**src/rtl/score_pkg.sv**
```systemverilog
// -----------------------------------------------------------------------------
// score_pkg
// Shared types, button indices, decimal-point codes and saturating BCD helpers
// for the two-team scoreboard controller.
// -----------------------------------------------------------------------------
package score_pkg;

    typedef logic [3:0] bcd_t;

    typedef struct packed {
        bcd_t tens;
        bcd_t ones;
    } score_t;

    localparam int BTN_A_INC = 0;
    localparam int BTN_A_DEC = 1;
    localparam int BTN_B_INC = 2;
    localparam int BTN_B_DEC = 3;

    localparam logic [3:0] PT_A_LEAD = 4'b1000;
    localparam logic [3:0] PT_B_LEAD = 4'b0001;
    localparam logic [3:0] PT_TIE    = 4'b0000;

    // +1 with carry from ones to tens; 99 stays 99.
    function automatic score_t bcd_inc(input score_t s);
        score_t r;
        r = s;
        if (s.ones == 4'd9) begin
            if (s.tens != 4'd9) begin
                r.tens = s.tens + 4'd1;
                r.ones = 4'd0;
            end
        end else begin
            r.ones = s.ones + 4'd1;
        end
        return r;
    endfunction

    // -1 with borrow from tens to ones; 00 stays 00.
    function automatic score_t bcd_dec(input score_t s);
        score_t r;
        r = s;
        if (s.ones == 4'd0) begin
            if (s.tens != 4'd0) begin
                r.tens = s.tens - 4'd1;
                r.ones = 4'd9;
            end
        end else begin
            r.ones = s.ones - 4'd1;
        end
        return r;
    endfunction

endpackage

```
**src/rtl/score_ctrl_if.sv**
```systemverilog
// -----------------------------------------------------------------------------
// score_ctrl_if
// Board-side bundle of the scoreboard controller.
//   btn[3:0]    raw buttons: [0]=A+1 [1]=A-1 [2]=B+1 [3]=B-1
//   clr         level-sensitive clear of both scores
//   hexs[15:0]  {A_tens, A_ones, B_tens, B_ones} BCD digits
//   les[3:0]    per-digit blink enables, same order as hexs nibbles
//   points[3:0] decimal points, [3]=A leads, [0]=B leads
// master: the board / stimulus side. slave: score_ctrl.
// -----------------------------------------------------------------------------
interface score_ctrl_if;
    logic [3:0]  btn;
    logic        clr;
    logic [15:0] hexs;
    logic [3:0]  les;
    logic [3:0]  points;

    modport master (
        output btn, clr,
        input  hexs, les, points
    );

    modport slave (
        input  btn, clr,
        output hexs, les, points
    );
endinterface

```
**src/rtl/score_ctrl_btn_debounce.sv**
```systemverilog
// -----------------------------------------------------------------------------
// btn_debounce
// One button: 2-flop synchronizer, stability counter and rising-edge detector.
//   clk    system clock
//   RST    synchronous active-high reset
//   raw    asynchronous button input
//   level  debounced level
//   press  one-cycle pulse on each accepted rising edge of level
// -----------------------------------------------------------------------------
module btn_debounce #(
    parameter int DEB_CYCLES = 1000000
) (
    input  logic clk,
    input  logic RST,
    input  logic raw,
    output logic level,
    output logic press
);

    localparam int CW = $clog2(DEB_CYCLES + 1);
    localparam logic [CW-1:0] CNT_LAST = CW'(DEB_CYCLES - 1);

    logic          sync_p0;
    logic          sync_p1;
    logic [CW-1:0] cnt;

    always_ff @(posedge clk) begin
        if (RST) begin
            sync_p0 <= 1'b0;
            sync_p1 <= 1'b0;
            cnt     <= '0;
            level   <= 1'b0;
            press   <= 1'b0;
        end else begin
            // synchronizer stage boundary
            sync_p0 <= raw;
            sync_p1 <= sync_p0;
            press   <= 1'b0;
            // any agreement with the accepted level restarts the stability count
            if (sync_p1 == level) begin
                cnt <= '0;
            end else if (cnt == CNT_LAST) begin
                cnt   <= '0;
                level <= ~level;
                press <= ~level;
            end else begin
                cnt <= cnt + 1'b1;
            end
        end
    end

endmodule

```
**src/rtl/score_ctrl.sv**
```systemverilog
// -----------------------------------------------------------------------------
// score_ctrl
// Two-team scoreboard: debounces four buttons, keeps two saturating BCD scores
// (0..99) and drives the 4-digit display bus.
//   clk  system clock
//   RST  synchronous active-high reset
//   bus  score_ctrl_if.slave: btn, clr in; hexs, les, points out
// Optional build macro SCORE_BLINK_EN: per-team blink window of BLINK_CYCLES
// after each press-caused score change; otherwise les is constant 0.
// -----------------------------------------------------------------------------
module score_ctrl
    import score_pkg::*;
#(
    parameter int DEB_CYCLES   = 1000000,
    parameter int BLINK_CYCLES = 25000000
) (
    input  logic         clk,
    input  logic         RST,
    score_ctrl_if.slave  bus
);

    logic [3:0] press;
    score_t     score_a, score_b;
    score_t     next_a, next_b;
    logic [3:0] points_q, points_next;

    for (genvar i = 0; i < 4; i++) begin : g_btn
        btn_debounce #(.DEB_CYCLES(DEB_CYCLES)) u_deb (
            .clk   (clk),
            .RST   (RST),
            .raw   (bus.btn[i]),
            .level (),
            .press (press[i])
        );
    end

    // Opposing pulses in the same cycle cancel; clr wins over everything.
    always_comb begin
        next_a = score_a;
        next_b = score_b;
        if (press[BTN_A_INC] && !press[BTN_A_DEC]) begin
            next_a = bcd_inc(score_a);
        end else if (press[BTN_A_DEC] && !press[BTN_A_INC]) begin
            next_a = bcd_dec(score_a);
        end
        if (press[BTN_B_INC] && !press[BTN_B_DEC]) begin
            next_b = bcd_inc(score_b);
        end else if (press[BTN_B_DEC] && !press[BTN_B_INC]) begin
            next_b = bcd_dec(score_b);
        end
        if (bus.clr) begin
            next_a = '0;
            next_b = '0;
        end
        // BCD digits compare correctly as plain unsigned bytes
        if ({next_a} > {next_b}) begin
            points_next = PT_A_LEAD;
        end else if ({next_b} > {next_a}) begin
            points_next = PT_B_LEAD;
        end else begin
            points_next = PT_TIE;
        end
    end

    always_ff @(posedge clk) begin
        if (RST) begin
            score_a  <= '0;
            score_b  <= '0;
            points_q <= PT_TIE;
        end else begin
            score_a  <= next_a;
            score_b  <= next_b;
            points_q <= points_next;
        end
    end

    assign bus.hexs   = {score_a, score_b};
    assign bus.points = points_q;

`ifdef SCORE_BLINK_EN
    localparam int TW = $clog2(BLINK_CYCLES + 1);
    localparam logic [TW-1:0] TMR_LOAD = TW'(BLINK_CYCLES - 1);

    logic          changed_a, changed_b;
    logic [TW-1:0] tmr_a, tmr_b;
    logic          les_a, les_b;

    // clr forces next to 00, so it never counts as a change
    always_comb begin
        changed_a = !bus.clr && (next_a != score_a);
        changed_b = !bus.clr && (next_b != score_b);
    end

    // les is held for the change cycle plus the timer run-down, giving a
    // window of exactly BLINK_CYCLES cycles.
    always_ff @(posedge clk) begin
        if (RST || bus.clr) begin
            tmr_a <= '0;
            tmr_b <= '0;
            les_a <= 1'b0;
            les_b <= 1'b0;
        end else begin
            les_a <= changed_a || (tmr_a != '0);
            les_b <= changed_b || (tmr_b != '0);
            if (changed_a) begin
                tmr_a <= TMR_LOAD;
            end else if (tmr_a != '0) begin
                tmr_a <= tmr_a - 1'b1;
            end
            if (changed_b) begin
                tmr_b <= TMR_LOAD;
            end else if (tmr_b != '0) begin
                tmr_b <= tmr_b - 1'b1;
            end
        end
    end

    assign bus.les = {les_a, les_a, les_b, les_b};
`else
    assign bus.les = 4'h0;
`endif

endmodule
```
**src/flat_wrapper.sv**
```systemverilog
// flat-port wrapper written by rule: the top's interface ports become plain ports
module score_ctrl_flat import score_pkg::*;
#(
    parameter int DEB_CYCLES   = 1000000,
    parameter int BLINK_CYCLES = 25000000
)
  (clk, RST, bus_btn, bus_clr, bus_hexs, bus_les, bus_points);
  score_ctrl_if bus_i ();
  input  logic clk;
  input  logic RST;
  input wire logic [$bits(bus_i.btn)-1:0] bus_btn;
  input wire logic [$bits(bus_i.clr)-1:0] bus_clr;
  output wire logic [$bits(bus_i.hexs)-1:0] bus_hexs;
  output wire logic [$bits(bus_i.les)-1:0] bus_les;
  output wire logic [$bits(bus_i.points)-1:0] bus_points;
  assign bus_i.btn = bus_btn;
  assign bus_i.clr = bus_clr;
  assign bus_hexs = bus_i.hexs;
  assign bus_les = bus_i.les;
  assign bus_points = bus_i.points;
  score_ctrl #(.DEB_CYCLES(DEB_CYCLES), .BLINK_CYCLES(BLINK_CYCLES)) u_core (.clk(clk), .RST(RST), .bus(bus_i));
endmodule
```
**config.mk**
```make
export PLATFORM = sky130hd
export DESIGN_NAME = score_ctrl_flat
export DESIGN_NICKNAME = d
export VERILOG_FILES = /design/src/rtl/score_pkg.sv /design/src/rtl/score_ctrl_if.sv /design/src/rtl/score_ctrl_btn_debounce.sv /design/src/rtl/score_ctrl.sv /design/src/flat_wrapper.sv
export SDC_FILE = /design/constraint.sdc
export NUM_CORES = 1
export LEC_CHECK = 0
export CAP_MARGIN = 20
export CORE_MARGIN = 1.5
export CORE_UTILIZATION = 60
export DETAILED_ROUTE_END_ITERATION = 6
export DONT_BUFFER_PORTS = 1
export GPL_ROUTABILITY_DRIVEN = 0
export PLACE_DENSITY = 0.84
export REMOVE_ABC_BUFFERS = 1
export SYNTH_ARGS = -nofsm -noshare
export SYNTH_HDL_FRONTEND = slang
export SYNTH_SLANG_ARGS = --single-unit
```
**constraint.sdc**
```tcl
create_clock -name clk -period 3.2 [get_ports clk]
set_clock_uncertainty 0.1 [all_clocks]
set_input_delay 0.96 -clock clk [delete_from_list [all_inputs] [get_ports clk]]
set_output_delay 0.96 -clock clk [all_outputs]
set_load 0.01 [all_outputs]
```
==> flow_metrics.env <==
export IMPL_drt_pre_antenna_iters=5
export IMPL_fp_dieW_um=101
export IMPL_total_wirelength_um=11700
export IMPL_timing_critical_path_required_ps=3560
export IMPL_via_per_inst=5.76
export IMPL_worst_slew_margin_rel=0.570
export IMPL_endpoint_kind="flop"
export IMPL_post_synth_top_area_cell="dfxtp_1"
export IMPL_dp_hpwl_um=8000
export IMPL_critical_path_max_fanout=6
export IMPL_critPathMaxStageDelay_ps=480
export IMPL_synth_sequential_area_ratio=0.395
export IMPL_die_height_um=101
export IMPL_post_route_drc_count=0
export IMPL_holdPathStages=1
export IMPL_path_clk_slew_ps=60
export IMPL_number_of_filler_cells_placed_in_the_layout=705
export IMPL_clock_sinks=114
export IMPL_ant_nets=0
export IMPL_floorplan_die_area_um2=10200
export IMPL_timing_critical_path_cells="inv_1 -> ha_2 -> or3b_2 -> nor2_1 -> a21oi_1 -> mux2i_1 -> nand2b_1 -> ha_1 -> a21o_1 -> a21o_1 -> a21oi_1 -> and3b_1"
export IMPL_syn_instance_count=667
export IMPL_static_leakage_nw=2.21
export IMPL_kind_of_cell_adding_the_most_delay_to_the_critical_path="simple AND/OR/NAND/NOR gates"
export IMPL_grt_start_max_net_pins=29
export IMPL_synthDistinctLibCells=59
export IMPL_worst_r2r_cell_count=12
export IMPL_power_total_mw=3.32
export IMPL_routed_wire_length_per_instance_um=14.4
export IMPL_holdWs_ps=339
export IMPL_initial_utilization=0.623
export IMPL_synth_edff_count=0
export IMPL_root_buffer="clkbuf_8"
export IMPL_cts_htree_levels=4
export IMPL_yosys_area_top_type_share=0.395
export IMPL_total_via_count_in_the_routed_design=4697
export IMPL_crit_cells=12
export IMPL_row_count=35
export IMPL_cp_data_arrival_time_ps=3400
export IMPL_top_level_ports=31
export IMPL_initial_antenna_violation_count=0
export IMPL_period_utilization_post_route=0.950
export IMPL_drv_slew=0
export IMPL_hp_class="flop to flop"
export IMPL_clock_tree_from_tritoncts="done"
export IMPL_global_route_overflow_total=0
export IMPL_finish_net_count=704
export IMPL_power_density_nw_per_um2=515
export IMPL_critical_path_n_buffers_inverters=1
export IMPL_sum_of_negative_setup_slack_ps=0
export IMPL_power_ir_vdd_worst_uv=320
export IMPL_syn_cell_area_um2=5780
export IMPL_synthesis_area_per_instance_um2=8.67
export IMPL_period_needed_ps=3040
export IMPL_area_growth_syn_to_layout_pct=11.5
export IMPL_post_synth_most_frequent_cells="121 x nor2_1, 114 x dfxtp_1, 42 x xor2_1, 41 x xnor2_1, 39 x nand2_1"
export IMPL_worst_setup_path_category="flop to flop"
export IMPL_slew_at_the_pin_with_the_worst_max_slew_slack_ps=645
export IMPL_layout_drive_gt1_share=0.0802
export IMPL_grt_setup_unrepaired="false"
export IMPL_run_status="complete, no violations"
export IMPL_dominantRegCellSynth="dfxtp_1"
export IMPL_placement_io_buffers=0
export IMPL_synth_seq_cells=114
export IMPL_first_global_vias=4588
export IMPL_clkLatencyLatePin_ps=510
export IMPL_cp_slowest_cell="or3b_2"
export IMPL_synthesis_yosys_warnings=0
export IMPL_hold_viol_final=0
export IMPL_final_setup_viol_count=0
export IMPL_clock_path_buffers=2
export IMPL_achievable_frequency_ghz=0.329
export IMPL_asyncSetResetFlopFracSynth=0
export IMPL_maxCapViolations=0
export IMPL_worstSetupStartpointType="flop"
export IMPL_cts_buffers_inserted=17
export IMPL_antenna_cells_inserted=0
export IMPL_floorplan_core_area_um2=9280
export IMPL_drtIter0Drc=315
export IMPL_post_cts_hold_buffer_count=0
export IMPL_grt_first_pass_wirelength_um=20000
export IMPL_globalRouteTotalUtil=0.243
export IMPL_yosysMostFrequentCell="nor2_1"
export IMPL_netlist_top_cells_area="dfxtp_1 39%, nor2_1 7.9%, xor2_1 6.4%"
placed cells by master, fill, tap and decap left out, drive strengths merged, types with 3 or more instances in the layout:
master	netlist	routed
nand2b	5	5
nor4b	14	14
buf	18	7
or2	5	5
or3	7	7
and2	6	6
nand3	38	38
and3	14	14
clkinv	0	5
nor3	18	18
ha	24	24
a311oi	3	3
conb	1	6
a221oi	3	3
mux2i	6	6
nand3b	5	5
a21oi	12	12
nor3b	6	6
nand2	40	40
nor2	121	121
xor2	42	42
o21bai	4	4
xnor2	41	41
dfxtp	114	114
inv	19	21
bufinv	0	3
nand4	13	13
and4	12	12
nor4	13	13
nor2b	15	15
clkbuf	7	19
o21ai	9	9
clkinvlp	0	3
power by group:
group | internal, mW | switching [mW] | total (mW)
logic | 0.00746 | 0.0175 | 0.0249
clock network | 1.20 | 0.661 | 1.87
registers | 1.43 | 0.00385 | 1.43
per-layer routing:
layer,vias to the layer above,track usage,routed length [µm]
li1,2320,-,-
met5,-,0,0
met4,0,0.0972,186
met3,32,0.0649,722
met1,2198,0.282,4980
met2,147,0.427,5820
cell families (layout without fill, tap and decap cells):
| family | after synthesis | after routing | synth area share |
|---|---|---|---|
| muxes | 7 | 7 | 0.0123 |
| other | 1 | 6 | 0.000649 |
| AOI/OAI and AO/OA | 53 | 53 | 0.0636 |
| DFF | 114 | 114 | 0.395 |
| buffers and inverters | 44 | 58 | 0.0405 |
| adders and majority gates | 24 | 24 | 0.0519 |
| xor gates and xnor gates | 83 | 83 | 0.126 |
| and+or+nand+nor | 341 | 341 | 0.311 |
per-stage QoR:
step	instance area, µm²	cells	utilization	setup WS, ps
2_1_floorplan	5640	647	-	304
3_3_place_gp	5850	783	0.630	323
3_5_place_dp	5850	783	0.630	213
4_1_cts	6440	815	0.694	172
5_1_grt	6440	815	0.694	7.93
6_report	6440	815	0.694	161
cell type report:
class | count | area, µm² | area share
multi-input cells | 514 | 3290 | 0.510
flip-flops and latches | 114 | 2280 | 0.354
clock buffers | 19 | 432 | 0.0670
well taps | 129 | 161 | 0.0250
clock inverters | 13 | 159 | 0.0247
inverters | 19 | 71.3 | 0.0111
repair buffers | 7 | 52.6 | 0.00815
path summary, 6_finish.rpt:
check | slack [ps] | from | endpoint
setup / recovery | 160 | u_core.bus.hexs[9]$_SDFF_PP0_ | u_core.bus.points[3]$_SDFF_PP0_
hold / removal | 340 | u_core.g_btn[1].u_deb.sync_p0$_SDFF_PP0_ | u_core.g_btn[1].u_deb.sync_p1$_SDFF_PP0_
setup reg to reg | 160 | u_core.bus.hexs[9]$_SDFF_PP0_ | u_core.bus.points[3]$_SDFF_PP0_
hold reg to reg | 340 | u_core.g_btn[1].u_deb.sync_p0$_SDFF_PP0_ | u_core.g_btn[1].u_deb.sync_p1$_SDFF_PP0_
sequential cells by signal (all words and copies together), names as in the netlist:
signal                      flops
u_core.g_btn.u_deb.cnt         80
u_core.bus.hexs                16
u_core.g_btn.u_deb.level        4
u_core.g_btn.u_deb.press        4
u_core.g_btn.u_deb.sync_p0      4
u_core.g_btn.u_deb.sync_p1      4
u_core.bus.points               2
timing repair:
item                                    4_1_cts  5_1_grt
gates resized for setup                       0        1
endpoints found under the setup margin        0        2
buffers inserted                              0        0
(Power assumes the default switching activity.)
